File: src/rtl/pixel_stream_pkg.sv
// Shared types and constants for the pixel stream FIFO and its framing checker.
// Pure declarations, no logic or latency.
// Holds the default widths and the frame length for a 640x480 frame.
package pixel_stream_pkg;

  // 3 colour channels x (8 colour bits + 2 zero pad bits)
  localparam int DATA_W     = 30;
  // Beats per frame, 640 x 480
  localparam int NUM_PIXELS = 307200;
  // Wide enough to count every beat of a full frame
  localparam int PIX_CNT_W  = 19;

  // One stored beat: pixel word plus its framing markers
  typedef struct packed {
    logic [DATA_W-1:0] data;
    logic              sop;
    logic              eop;
  } pixel_beat_t;

endpackage

File: src/rtl/stream_frame_checker.sv
// Framing checker: verifies SOP/EOP positions of accepted beats against the frame length.
// Results register one cycle after the accepting edge.
// Passive observer of the input handshake; never stalls the stream.
module stream_frame_checker #(
  parameter int NUM_PIXELS = pixel_stream_pkg::NUM_PIXELS
) (
  input  logic        clk,
  input  logic        reset,
  input  logic        beat_accept,
  input  logic        beat_sop,
  input  logic        beat_eop,
  output logic [15:0] frame_count,
  output logic        frame_err
);
  import pixel_stream_pkg::*;

  localparam logic [PIX_CNT_W-1:0] LAST_PIX = PIX_CNT_W'(NUM_PIXELS - 1);

  // Index of the next expected beat within the current frame
  logic [PIX_CNT_W-1:0] pix_cnt;
  logic                 beat_bad;

  // A beat is bad when its markers disagree with where we think we are in the frame
  always_comb begin
    beat_bad = (beat_sop != (pix_cnt == '0)) || (beat_eop != (pix_cnt == LAST_PIX));
  end

  // Track frame position; on a bad beat, realign so an SOP beat starts a fresh frame
  always_ff @(posedge clk or posedge reset) begin
    if (reset) begin
      pix_cnt     <= '0;
      frame_err   <= 1'b0;
      frame_count <= '0;
    end else if (beat_accept) begin
      if (beat_bad) begin
        frame_err <= 1'b1;
        pix_cnt   <= beat_sop ? PIX_CNT_W'(1) : '0;
      end else if (pix_cnt == LAST_PIX) begin
        pix_cnt <= '0;
      end else begin
        pix_cnt <= pix_cnt + 1'b1;
      end
      // Every accepted EOP counts as a frame, even a malformed one
      if (beat_eop) begin
        frame_count <= frame_count + 1'b1;
      end
    end
  end

endmodule

File: src/rtl/pixel_stream_fifo.sv
// First-word-fall-through pixel FIFO between a pixel source and a VGA sink, with input framing check.
// Latency: a beat pushed into an empty FIFO is visible at the output the cycle after the push edge.
// Backpressure: in_ready drops when full or in reset; a full FIFO still pops, blocking the push that cycle.
module pixel_stream_fifo #(
  parameter int DEPTH      = 16,
  parameter int DATA_W     = pixel_stream_pkg::DATA_W,
  parameter int NUM_PIXELS = pixel_stream_pkg::NUM_PIXELS
) (
  input  logic                       clk,
  input  logic                       reset,
  input  logic [DATA_W-1:0]          in_data,
  input  logic                       in_startofpacket,
  input  logic                       in_endofpacket,
  input  logic                       in_valid,
  output logic                       in_ready,
  output logic [DATA_W-1:0]          out_data,
  output logic                       out_startofpacket,
  output logic                       out_endofpacket,
  output logic                       out_valid,
  input  logic                       out_ready,
  output logic [$clog2(DEPTH+1)-1:0] level,
  output logic [15:0]                frame_count,
  output logic                       frame_err
);
  import pixel_stream_pkg::*;

  localparam int PTR_W = $clog2(DEPTH);
  localparam int LVL_W = $clog2(DEPTH + 1);
  localparam logic [LVL_W-1:0] FULL_LVL = LVL_W'(DEPTH);

  pixel_beat_t             mem [DEPTH];
  pixel_beat_t             wr_beat;
  pixel_beat_t             head;
  logic        [PTR_W-1:0] wr_ptr;
  logic        [PTR_W-1:0] rd_ptr;
  logic        [LVL_W-1:0] level_q;
  logic                    push;
  logic                    pop;

  // Handshake qualifiers and head-of-queue view straight from storage
  always_comb begin
    in_ready          = !reset && (level_q != FULL_LVL);
    out_valid         = (level_q != '0);
    push              = in_valid && in_ready;
    pop               = out_valid && out_ready;
    wr_beat.data      = in_data;
    wr_beat.sop       = in_startofpacket;
    wr_beat.eop       = in_endofpacket;
    head              = mem[rd_ptr];
    out_data          = head.data;
    out_startofpacket = head.sop;
    out_endofpacket   = head.eop;
    level             = level_q;
  end

  // Storage is not reset; contents are meaningless while out_valid is low
  always_ff @(posedge clk) begin
    if (push) begin
      mem[wr_ptr] <= wr_beat;
    end
  end

  // Pointers wrap naturally at the power-of-two depth; level moves by at most one
  always_ff @(posedge clk or posedge reset) begin
    if (reset) begin
      wr_ptr  <= '0;
      rd_ptr  <= '0;
      level_q <= '0;
    end else begin
      if (push) begin
        wr_ptr <= wr_ptr + 1'b1;
      end
      if (pop) begin
        rd_ptr <= rd_ptr + 1'b1;
      end
      case ({push, pop})
        2'b10:   level_q <= level_q + 1'b1;
        2'b01:   level_q <= level_q - 1'b1;
        default: level_q <= level_q;
      endcase
    end
  end

  stream_frame_checker #(
    .NUM_PIXELS (NUM_PIXELS)
  ) u_checker (
    .clk         (clk),
    .reset       (reset),
    .beat_accept (push),
    .beat_sop    (in_startofpacket),
    .beat_eop    (in_endofpacket),
    .frame_count (frame_count),
    .frame_err   (frame_err)
  );

endmodule

File: config.mk
export PLATFORM = sky130hd
export DESIGN_NAME = pixel_stream_fifo
export DESIGN_NICKNAME = d
export VERILOG_FILES = /design/src/rtl/pixel_stream_pkg.sv /design/src/rtl/stream_frame_checker.sv /design/src/rtl/pixel_stream_fifo.sv
export SDC_FILE = /design/constraint.sdc
export NUM_CORES = 1
export LEC_CHECK = 0
export ABC_CLOCK_PERIOD_IN_PS = 7400
export CORE_UTILIZATION = 30
export CTS_CLUSTER_SIZE = 30
export DETAILED_ROUTE_END_ITERATION = 12
export HOLD_SLACK_MARGIN = 0.02
export PLACE_DENSITY = 0.48
export SLEW_MARGIN = 15
export SYNTH_ARGS = -nofsm -noshare
export SYNTH_HDL_FRONTEND = slang
export SYNTH_SLANG_ARGS = --single-unit
File: constraint.sdc
create_clock -name clk -period 7.4 [get_ports clk]
set_input_delay 1.11 -clock clk [delete_from_list [all_inputs] [get_ports clk]]
set_output_delay 1.11 -clock clk [all_outputs]
set_load 0.01 [all_outputs]
==> impl_metrics.ini <==
[sta]
holdWs_ns = 0.478
fin_tns_setup_ns = 0
fin_crit_sh = 0.668
fmax_mhz = 202
setup_viol = 0
maxSlewViolCount = 0
hold_viol = 0
rsz0062_at_grt = false
tightest_slew_ns = 1.03
worst_clock_skew_ns = 0.0201
slew_headroom = 0.310
post-route-min-period_ns = 4.95

[global_routing]
antenna_found_initial = 1
overflow = 0
grt_use_total = 0.138
grt_pass1_wl_um = 75800
grt_pass1_vias = 11100
grt_max_degree = 132

[yosys]
syn-num-nets = 1067
postSynthAreaPerCell_um2 = 21.7
synth_edf_count = 512
ys_top_cells_by_count = edfxtp_1 (512), mux4_2 (160), dfrtp_1 (49), nand2_1 (33), xnor2_1 (21)
yosys_warnings = 0
yosysUniqueCellTypes = 51
synth.top_cell.area_share = 0.696
async_flop_share = 0.0873
synth_top_area_cell = edfxtp_1
synth.most_common_cell = edfxtp_1
ys_ff_latch = 561
synthCells = 1018
netlist_area_mm2 = 0.0221
synth.area.top_cells = edfxtp_1 (70%), mux4_2 (16%), dfrtp_1 (5.5%), xnor2_1 (0.83%), ha_1 (0.68%)
seq_area_frac_synth = 0.751
synth_ff_type = edfxtp_1

[clocking]
numCtsBuffers = 59
insertion_delay_ns = 0.63
root_buffer = clkbuf_16
cts_tree = done
cts_resized = 0
cts_htree_levels = 2
cts_hold_buf = 0
post_cts_buffers = 0
clkSinkCount = 561
cts.clk_slew.worst_paths_ns = 0.06
cts.path.max_buffers = 3

[detailed_routing]
routedLengthMet1_um = 23200
first_iter_violations = 703
drt.antenna.violating_nets = 0
drc = 0
vias = 10400
routed_wl_um = 50700
wl_per_cell_um = 23.5
top_layer = met5
vias_per_cell = 4.81
met3_length_um = 2030
firstDrtPassIters = 4
route.met2.wl_um = 24500

[layout]
antennaDiodeCount = 0
n_fill_cell = 6686
multi_input_area_mm2 = 0.00522
syn2layout_area_growth_pct = 19.1
layout.area.seq_mm2 = 0.0166
drive_above_1_share = 0.265
finalNetCount = 1192

[pwr]
power_density_mw_per_mm2 = 368
vdd_ir_drop_max_mv = 0.285
switching_power_mw = 2.68
seq_power_share = 0.403
p_sw_frac = 0.277
intPower_mw = 7.00
pwr-share-clk = 0.325
comb_power_share = 0.272
p_leak_nw = 8.28

[floorplan]
core_area_mm2 = 0.0730
fp.dieH_um = 273
io_pins = 92
design.die.area_mm2 = 0.0748
die-width_um = 273
start_util = 0.303
row_count = 99

[critical_path]
critPathKind = flop to primary output
start_kind = flop
cp.required_ns = 6.29
cp.arrival_ns = 3.84
endpoint_kind = primary output
path_max_fanout = 70

[status]
status = finished, final reports clean

[placed_design]
dp.final_hpwl_um = 27000
port_buffers = 91
gp_congestion = 0.711

[flow_run]
maxCapViolations = 0

[hold_path]
min_path_type = flop to flop
flip-flops by register name, indices dropped and copies added (netlist names):
register,flops
u_checker.frame_err,1
level,5
u_checker.frame_count,16
mem,512
rd_ptr,4
u_checker.pix_cnt,19
wr_ptr,4
per-stage QoR:
stage          utilization  total power [mW]  setup slack, ns  std cells  instance area, um^2
2_1_floorplan            -              5.65             2.64       1018                22100
3_3_place_gp         0.332              6.69             2.95       2041                24300
3_5_place_dp         0.332              6.69             2.96       2041                24300
4_1_cts              0.361              9.88             2.26       2153                26300
5_1_grt              0.361              10.1             2.18       2153                26300
6_report             0.361              9.69             2.45       2153                26300
critical path, stage by stage, from the launching register on:
cell	delay [ns]
dfrtp_4	0.94
buf_12	0.57
mux4_2	0.58
mux4_2	0.56
clkdlybuf4s50_1	0.53
kinds of logic (layout without fill, tap and decap cells):
kind of cell	after synthesis	after routing	synth area share
AO/OA/AOI/OAI	55	55	0.0179
XOR/XNOR	25	25	0.00991
adder cells (fa/ha/maj)	13	13	0.00770
buffers and inverters	75	251	0.0176
flip-flops	561	561	0.751
multiplexers	163	163	0.164
AND/OR/NAND/NOR	126	126	0.0314
worst paths after layout:
check	start	to	slack, ns	cells past startpoint
min in group asynchronous	reset	level[4]	1.05	3
max reg2reg	level[0]	level[4]	4.19	12
min	u_checker.frame_err	u_checker.frame_err	0.48	1
max	rd_ptr[0]	out_data[28]	2.45	4
max in group asynchronous	reset	rd_ptr[0]	5.83	3
min reg2reg	u_checker.frame_err	u_checker.frame_err	0.48	1
power groups by stage:
| stage | logic (mW) | clock network (mW) | registers [mW] |
|---|---|---|---|
| final | 2.64 | 3.14 | 3.91 |
| after global routing | 2.84 | 3.35 | 3.94 |
| after CTS | 2.72 | 3.24 | 3.92 |
| after detailed placement | 2.72 | 0 | 3.98 |
| after global placement | 2.71 | 0 | 3.98 |
| after floorplan | 1.82 | 0 | 3.83 |
final cells by class:
| class | instances | area share |
|---|---|---|
| flip-flops and latches | 561 | 0.631 |
| multi-input cells | 382 | 0.198 |
| clock buffers | 72 | 0.0587 |
| well taps | 959 | 0.0456 |
| repair buffers | 119 | 0.0435 |
| clock inverters | 40 | 0.0202 |
| inverters | 20 | 0.00285 |
cell usage in the layout, fill, tap and decap left out, drive strengths merged, types with 2 or more instances in the layout:
master,instances
a21boi,3
a21o,2
a21oi,10
a41oi,7
and2,2
and3,8
and4,6
buf,28
bufinv,12
clkbuf,72
clkdlybuf4s50,91
clkinv,25
clkinvlp,2
dfrtp,49
edfxtp,512
ha,12
inv,21
mux2,2
mux4,160
nand2,33
nand2b,5
nand3,20
nand4,13
nor2,13
nor2b,2
nor3,14
nor4,5
o211ai,2
o21ai,15
o22ai,9
or3,2
xnor2,21
xor2,4
metal layers:
| layer | vias up | global-route usage |
|---|---|---|
| met1 | 5571 | 0.193 |
| met5 | - | 0 |
| li1 | 4514 | - |
| met4 | 2 | 0.0356 |
| met2 | 200 | 0.225 |
| met3 | 66 | 0.0225 |
No activity file was read; power rests on OpenSTA's default activity.
